## src/rtl/battleship_pkg.sv

```systemverilog
// Shared encodings for the battleship ship placers: orientations, directions,
// ship-type codes, default fleet, player ids and the placer state type.
package battleship_pkg;

  localparam logic [1:0] ORIENT_N = 2'd0;
  localparam logic [1:0] ORIENT_S = 2'd1;
  localparam logic [1:0] ORIENT_E = 2'd2;
  localparam logic [1:0] ORIENT_W = 2'd3;

  localparam logic DIR_HORIZ = 1'b0;
  localparam logic DIR_VERT  = 1'b1;

  localparam logic [2:0] SHIP_SUBMARINE  = 3'd0;
  localparam logic [2:0] SHIP_CRUISER    = 3'd1;
  localparam logic [2:0] SHIP_SEAPLANE   = 3'd2;
  localparam logic [2:0] SHIP_BATTLESHIP = 3'd3;
  localparam logic [2:0] SHIP_CARRIER    = 3'd4;

  // Type 0 in the low bits: 5 submarines, 2 cruisers, 2 seaplanes, 1 battleship, 1 carrier
  localparam logic [14:0] FLEET_CFG_DEFAULT = {3'd1, 3'd1, 3'd2, 3'd2, 3'd5};

  localparam logic PLAYER_CPU   = 1'b0;
  localparam logic PLAYER_HUMAN = 1'b1;

  typedef enum logic [3:0] {
    ST_IDLE,
    ST_SEL_TYPE,
    ST_PICK_DIR,
    ST_PICK_X,
    ST_PICK_Y,
    ST_VALIDATE,
    ST_COMMIT,
    ST_DONE,
    ST_FAIL
  } place_state_t;

endpackage

```

## src/rtl/fleet_placer_rnd_coord_fold.sv

```systemverilog
// Folds a random value into a legal board coordinate by subtracting BOARD_N
// once; valid because the random range is below 2*BOARD_N.
module coord_fold #(
  parameter int BOARD_N = 10,
  parameter int COORD_W = 4
) (
  input  logic [COORD_W-1:0] rnd_pos,
  output logic [COORD_W-1:0] coord
);

  // One extra bit so BOARD_N == 2**COORD_W still compares correctly
  localparam logic [COORD_W:0] BN = (COORD_W+1)'(BOARD_N);

  logic [COORD_W:0] wide_pos;

  assign wide_pos = {1'b0, rnd_pos};
  assign coord    = (wide_pos >= BN) ? (rnd_pos - BN[COORD_W-1:0]) : rnd_pos;

endmodule

```

## src/rtl/fleet_placer_rnd.sv

```systemverilog
// Random fleet placer: draws direction/orientation/coordinates per ship, asks the
// external validator, commits accepted ships and bounds retries per ship.
module fleet_placer_rnd
  import battleship_pkg::*;
#(
  parameter int BOARD_N   = 10,
  parameter int COORD_W   = 4,
  parameter int NUM_TYPES = 5,
  parameter int TYPE_W    = 3,
  parameter int COUNT_W   = 3,
  parameter logic [NUM_TYPES*COUNT_W-1:0] FLEET_CFG = FLEET_CFG_DEFAULT,
  parameter int MAX_RETRY = 31,
  parameter int RETRY_W   = 5,
  parameter logic PLAYER_ID = PLAYER_CPU
) (
  input  logic               clk,
  input  logic               reset,
  input  logic               start,
  input  logic               rnd_dir,
  input  logic [1:0]         rnd_orient,
  input  logic [COORD_W-1:0] rnd_pos,
  input  logic               val_ack,
  input  logic               val_conflict,
  output logic               val_req,
  output logic [COORD_W-1:0] x,
  output logic [COORD_W-1:0] y,
  output logic               dir,
  output logic [1:0]         orient,
  output logic [TYPE_W-1:0]  ship_type,
  output logic               player,
  output logic               wr_en,
  output logic               busy,
  output logic               done,
  output logic               fail,
  output logic [7:0]         placed
);

  // Index needs to reach NUM_TYPES itself to signal the end of the fleet
  localparam int IDX_W = TYPE_W + 1;

  place_state_t       state;
  logic [IDX_W-1:0]   type_idx;
  logic [COUNT_W-1:0] ship_cnt;
  logic [RETRY_W-1:0] retry;
  logic [COORD_W-1:0] coord;

  function automatic logic [COUNT_W-1:0] cfg_count(input logic [IDX_W-1:0] idx);
    cfg_count = '0;
    for (int i = 0; i < NUM_TYPES; i++)
      if (idx == IDX_W'(i)) cfg_count = FLEET_CFG[i*COUNT_W +: COUNT_W];
  endfunction

  coord_fold #(
    .BOARD_N (BOARD_N),
    .COORD_W (COORD_W)
  ) u_coord_fold (
    .rnd_pos (rnd_pos),
    .coord   (coord)
  );

  assign player = PLAYER_ID;

  always_ff @(posedge clk or negedge reset) begin
    if (!reset) begin
      state     <= ST_IDLE;
      type_idx  <= '0;
      ship_cnt  <= '0;
      retry     <= '0;
      val_req   <= 1'b0;
      x         <= '0;
      y         <= '0;
      dir       <= 1'b0;
      orient    <= 2'd0;
      ship_type <= '0;
      wr_en     <= 1'b0;
      busy      <= 1'b0;
      done      <= 1'b0;
      fail      <= 1'b0;
      placed    <= 8'd0;
    end else begin
      wr_en <= 1'b0;
      case (state)
        ST_IDLE, ST_DONE, ST_FAIL: begin
          if (start) begin
            placed   <= 8'd0;
            done     <= 1'b0;
            fail     <= 1'b0;
            type_idx <= '0;
            ship_cnt <= '0;
            retry    <= '0;
            busy     <= 1'b1;
            state    <= ST_SEL_TYPE;
          end
        end
        ST_SEL_TYPE: begin
          if (type_idx == IDX_W'(NUM_TYPES)) begin
            done  <= 1'b1;
            busy  <= 1'b0;
            state <= ST_DONE;
          end else if (cfg_count(type_idx) == '0) begin
            type_idx <= type_idx + 1'b1;
          end else begin
            ship_type <= type_idx[TYPE_W-1:0];
            retry     <= '0;
            state     <= ST_PICK_DIR;
          end
        end
        ST_PICK_DIR: begin
          dir    <= rnd_dir;
          orient <= rnd_orient;
          state  <= ST_PICK_X;
        end
        ST_PICK_X: begin
          x     <= coord;
          state <= ST_PICK_Y;
        end
        ST_PICK_Y: begin
          y       <= coord;
          val_req <= 1'b1;
          state   <= ST_VALIDATE;
        end
        ST_VALIDATE: begin
          if (val_ack) begin
            val_req <= 1'b0;
            if (!val_conflict) begin
              wr_en <= 1'b1;
              state <= ST_COMMIT;
            end else if (retry == RETRY_W'(MAX_RETRY)) begin
              fail  <= 1'b1;
              busy  <= 1'b0;
              state <= ST_FAIL;
            end else begin
              retry <= retry + 1'b1;
              state <= ST_PICK_DIR;
            end
          end
        end
        ST_COMMIT: begin
          placed <= placed + 8'd1;
          if ((ship_cnt + 1'b1) == cfg_count(type_idx)) begin
            ship_cnt <= '0;
            type_idx <= type_idx + 1'b1;
            state    <= ST_SEL_TYPE;
          end else begin
            ship_cnt <= ship_cnt + 1'b1;
            retry    <= '0;
            state    <= ST_PICK_DIR;
          end
        end
        default: state <= ST_IDLE;
      endcase
    end
  end

endmodule

```

## config.mk

```make
export PLATFORM = sky130hd
export DESIGN_NAME = fleet_placer_rnd
export DESIGN_NICKNAME = d
export VERILOG_FILES = /design/src/rtl/battleship_pkg.sv /design/src/rtl/fleet_placer_rnd_coord_fold.sv /design/src/rtl/fleet_placer_rnd.sv
export SDC_FILE = /design/constraint.sdc
export NUM_CORES = 1
export LEC_CHECK = 0
export ABC_AREA = 1
export BUFFER_PORTS_ARGS = -buffer_cell sky130_fd_sc_hd__buf_2
export CORE_AREA = 10 10 96 98
export CTS_BUF_LIST = sky130_fd_sc_hd__clkbuf_8
export CTS_CLUSTER_DIAMETER = 60
export DETAILED_ROUTE_END_ITERATION = 6
export DIE_AREA = 0 0 106 108
export HOLD_SLACK_MARGIN = 0.03
export PLACE_DENSITY_LB_ADDON = 0.12
export SLEW_MARGIN = 20
export SYNTH_ARGS = -nofsm -noshare
export SYNTH_HDL_FRONTEND = slang
export SYNTH_SLANG_ARGS = --single-unit
```

## constraint.sdc

```tcl
create_clock -name clk -period 2.7 [get_ports clk]
set_input_delay 0.54 -clock clk [delete_from_list [all_inputs] [get_ports clk]]
set_output_delay 0.54 -clock clk [all_outputs]
set_load 0.02 [all_outputs]
```

* Word-level counts from Yosys, hierarchy flattened
Index checks and enable logic that the tools add are counted.
Storage, ports and cells: flip-flop bits (word level) 43, input port bits 12
Cells by class: add/subtract/negate cells 5, $lt $le $gt $ge 1, equal/unequal tests 27, muxes and demuxes 53, bitwise gates (word level) 2, reduce and logical (&&, ||, !) cells 20
Operators with widths (count):
- 4-bit 2-to-1 mux | 11
- 5-bit 2-to-1 mux | 7
- 3-bit 2-to-1 mux | 10
- 4-bit case mux with 7 select lines | 1
- 4-bit by 3-bit == test with 1-bit output (second input constant) | 6
- 2-bit != test (second input constant) | 11
- 5-bit case mux with 4 select lines | 1
- 4-bit by 2-bit == test with 1-bit output (second input constant) | 4
- 8-bit case mux with 2 select lines | 1
- 1-bit 2-to-1 mux | 14
- 4-bit case mux with 3 select lines | 1
- 5-bit AND reduction | 2
- 3-bit AND reduction | 3
- 8-bit by 1-bit adder with 8-bit output (second input constant) | 1
- 4-bit by 1-bit == test with 1-bit output (second input constant) | 2
- 4-bit logical NOT | 2
- 8-bit 2-to-1 mux | 1
- 8-bit AND reduction | 1
- 2-bit nonzero test | 4
- 1-bit case mux with 2 select lines | 3
- 3-bit case mux with 2 select lines | 1
- 6-bit AND reduction | 1
- 3-bit nonzero test | 2
- 5-bit by 1-bit adder with 5-bit output (second input constant) | 1
- 15 further kinds | 17

* Logic depth before layout (Yosys ltp)
word-level depth 12, mapped depth 13, depth with buffers taken out 13

* Modules after synthesis
Synthesis repeated with hierarchy kept, for this count alone.
Second synthesis, totals: cells, all modules 314, area total of the unflattened synthesis 2483.6 µm²
Modules (own cells, without submodules):
- fleet_placer_rnd | instances 1, cells each 300, area each 2407.3 µm²
- coord_fold | instances 1, cells each 14, area each 76.3 µm²

* Worst setup path after synthesis
No wires, ideal clock.
path kind flip-flop to flip-flop, from reg type_idx[0], to reg type_idx[2], library setup time 0.117 ns, data arrival time 1.540 ns, path slack 1.043 ns, stages on the path, launching flop included 13, clock period less this slack 1.657 ns, cells stage by stage dfrtp_1 inv_1 ha_1 nor2_2 inv_1 nand3_1 nand3_1 nand2_1 inv_2 nor2_4 nand2_2 nand2_1 nand2_1
On the way: cells in the longest elaborated chain, start to end 11, elaborated cells between the ends (all ways) 25, classes of those cells add/sub (1); eq/ne (9); mux (12); reduce/logical (3)
RTL lines:
- start: declaration | line fleet_placer_rnd.sv:42 | logic [IDX_W-1:0] type_idx;
- start signal: assignment | line fleet_placer_rnd.sv:101 | type_idx <= type_idx + 1'b1;
- start signal: assignment | line fleet_placer_rnd.sv:142 | type_idx <= type_idx + 1'b1;
- 4-bit logical NOT | line fleet_placer_rnd.sv:50 | if (idx == IDX_W'(i)) cfg_count = FLEET_CFG[i*COUNT_W +: COUNT_W];
- 3-bit 2-to-1 mux (5 in series) | line fleet_placer_rnd.sv:50
- 3-bit 2-to-1 mux | line fleet_placer_rnd.sv:96 | if (type_idx == IDX_W'(NUM_TYPES)) begin
- 3-bit 2-to-1 mux | line fleet_placer_rnd.sv:82 | case (state)
- 3-bit logical NOT | line fleet_placer_rnd.sv:100 | end else if (cfg_count(type_idx) == '0) begin
- 2-bit != test (no line)
- 5-bit AND reduction (no line)
Parallel ways exist; a longest one is shown, timed or not. The select of a mux whose other input is x is not followed. A chain may end at the register's enable or synchronous reset.

* Worst setup path in the final report
from reg type_idx[1], to reg type_idx[0]
On the way: cells in the longest elaborated chain, start to end 11, elaborated cells between the ends (all ways) 20, classes of those cells eq/ne (9); mux (8); reduce/logical (3)
RTL lines (line):
- 4-bit logical NOT | fleet_placer_rnd.sv:50
- 3-bit 2-to-1 mux (5 in series) | fleet_placer_rnd.sv:50
- 3-bit 2-to-1 mux | fleet_placer_rnd.sv:96
- 3-bit 2-to-1 mux | fleet_placer_rnd.sv:82
- 3-bit logical NOT | fleet_placer_rnd.sv:100
- 2-bit != test (no line)
- 5-bit AND reduction (no line) (*)
Mark *: on every way between the ends. The rest lies on a longest branch, timed or not. The select of a mux whose other input is x is not followed.

==> flow_metrics.env <==
export IMPL_port_buffers=38
export IMPL_dieHeight_um=108
export IMPL_drv_slew=0
export IMPL_final_core_utilization_pct=39.0
export IMPL_fp_dieW_um=106
export IMPL_n_antenna_cell=0
export IMPL_clockBufferDepth=2
export IMPL_clock_skew_final_ns=0.00480
export IMPL_fin_setup_tns_ns=0
export IMPL_peakVddDrop_mv=0.437
export IMPL_routabilityCongestion=0.811
export IMPL_wl_um=5560
export IMPL_cellPowerDensity_nw_per_um2=1030
export IMPL_clk_latency_ns=0.29
export IMPL_dpl_cell_area_um2=2810
export IMPL_dieArea_um2=11400
export IMPL_path_clk_slew_ns=0.08
export IMPL_yosysWarnings=0
export IMPL_drive_gt1_share_pct=21.4
export IMPL_crit_arrival_ns=2.07
export IMPL_synth_seq_area_share_pct=43.1
export IMPL_dr_pass1_iters=4
export IMPL_yosys_register_bits=43
export IMPL_rows=32
export IMPL_outcome="completed"
export IMPL_tightestPinTransition_ns=0.552
export IMPL_grt_pass1_vias=2050
export IMPL_start_util_pct=33.5
export IMPL_cts_resized=0
export IMPL_final_cell_mix="nand2_1, dfrtp_1, inv_1, buf_2, nor2_1"
export IMPL_cp_max_fo=9
export IMPL_core_um2=7450
export IMPL_maxCapViolCount=0
export IMPL_cts_tree="yes"
export IMPL_p_leak_nw=1.62
export IMPL_setup_slack_ns=0.815
export IMPL_holdBufCountCts=0
export IMPL_grt_ovfl_total=0
export IMPL_drt_iter0_markers=50
export IMPL_required_ns=2.89
export IMPL_grt_usage_pct=9.83
export IMPL_h_tree_depth=2
export IMPL_start_kind="flop"
export IMPL_io_pins=40
export IMPL_syn_nets=346
export IMPL_grt_pass1_wl_um=9410
export IMPL_final_common_cell="nand2_1"
export IMPL_finalCritPeriodShare_pct=69.8
export IMPL_drc_errors=0
export IMPL_vias=2101
export IMPL_period_needed_ns=1.88
export IMPL_cts_root_buf="clkbuf_8"
export IMPL_dp_hpwl_um=4300
export IMPL_hold_path_class="primary input to asynchronous set/reset pin"
export IMPL_postCtsSetupRepairBufs=0
export IMPL_syn_to_final_growth_pct=16.2
export IMPL_ant_nets=0
export IMPL_maxSlewHeadroom_pct=63.2
export IMPL_dp_cells=465
export IMPL_fmax_mhz=531
export IMPL_hold_viol=0
export IMPL_dpl_worst_slack_ns=0.816
export IMPL_p_total_mw=2.99
export IMPL_nNetsFinal=391
export IMPL_hold_worst_slack_ns=0.300
export IMPL_synth_cells=325
export IMPL_synth_distinct_cells=30
export IMPL_antenna_found_initial=0
export IMPL_viasPerCell=4.45
export IMPL_crit_type="flop to flop"
export IMPL_end_kind="flop"
export IMPL_final_setup_viol_count=0
export IMPL_wl_per_cell_um=11.8
export IMPL_grt_max_degree=44
export IMPL_design_area_um2=2900
export IMPL_cts_buffers_inserted=5
export IMPL_stdcell_count=472
export IMPL_synth_area_um2=2500
export IMPL_syn_avg_cell_area_um2=7.68
export IMPL_cts_sinks=43
export IMPL_rsz0062_at_grt="false"
-- path summary, 6_finish.rpt --
kind	endpoint	depth (start not counted)	from	slack, ns
max reg2reg	type_idx[0]$_DFFE_PN0P_	12	type_idx[1]$_DFFE_PN0P_	0.82
min	placed[0]$_DFFE_PN0P_	2	reset	0.30
min in group clk	orient[1]$_DFFE_PN0P_	3	rnd_orient[1]	0.44
max in group asynchronous	ship_type[1]$_DFFE_PN0P_	2	reset	2.00
max	type_idx[0]$_DFFE_PN0P_	12	type_idx[1]$_DFFE_PN0P_	0.82
min reg2reg	placed[7]$_DFFE_PN0P_	1	placed[7]$_DFFE_PN0P_	0.47
-- synthesized netlist by cell type --
cell type	number	area share, %
nand3_2	2	0.80
nor2_8	1	0.80
a22o_1	1	0.35
xor2_1	3	1.1
xnor2_1	1	0.35
a21oi_1	6	1.2
inv_1	40	6.0
conb_1	1	0.15
nand3_1	25	5.0
nand2_1	101	15
nand2_2	9	2.3
nor3b_1	1	0.30
o31ai_1	2	0.60
o22ai_1	1	0.25
nor4_1	1	0.25
nand3_4	2	1.4
inv_4	1	0.25
dfrtp_1	43	43
nor2_2	4	1.0
o21ai_0	17	3.4
nor2_1	29	4.4
a21boi_0	2	0.60
ha_1	9	4.5
nand4_1	5	1.3
o21ai_1	2	0.40
nor2_4	6	2.7
inv_2	6	0.90
buf_4	1	0.30
nand3b_1	1	0.30
nand2_4	2	0.90
-- critical path, stage by stage (launching register included) --
cell     delay (ns)
dfrtp_1        0.42
inv_1          0.10
ha_1           0.21
nor2_2         0.22
nand2_1        0.07
nor2_1         0.12
nand3_1        0.08
nand2_1        0.07
nand3_1        0.08
nand2_2        0.17
nand2_2        0.10
nand2_1        0.07
nand2_1        0.05
-- layer usage --
layer  part of all wire, %  track usage [%]  wire, um  vias to the layer above
li1                      -                -         -                     1108
met5                     0                0         0                        -
met4                   1.2             2.90        64                        0
met1                    49             12.3      2710                      956
met2                    46             16.0      2550                       31
met3                   4.2             3.09       232                        6
-- power breakdown --
group	leakage, nW	total, mW	switching [mW]	internal, mW
registers	0.570	0.948	0.126	0.821
clock network	0.0470	0.425	0.224	0.201
logic	1.01	1.62	1.10	0.520
-- state kept, by name, summed over array words and instances, names as in the netlist --
register and flops:
x 4, val_req 1, y 4, type_idx 4
orient 2, wr_en 1, ship_type 3, state 4
dir 1, fail 1, busy 1, done 1
retry 5, placed 8, ship_cnt 3
-- kinds of logic (layout without fill, tap and decap cells) --
logic type	count (synthesis)	in the layout	synth area share [%]
buffers and inverters	48	93	7.47
and+or+nand+nor	189	189	36.5
AOI/OAI and AO/OA	31	31	6.82
adders and majority gates	9	9	4.51
DFF	43	43	43.1
xor gates and xnor gates	4	4	1.40
other	1	1	0.150
-- cell type report --
class	instances	area, um^2
fillers	807	4550
flip-flops and latches	43	1080
clock inverters	1	5.00
repair buffers	39	198
inverters	47	179
clock buffers	6	82.6
well taps	102	128
multi-input cells	234	1230
Power figures use the tool's default switching activity.
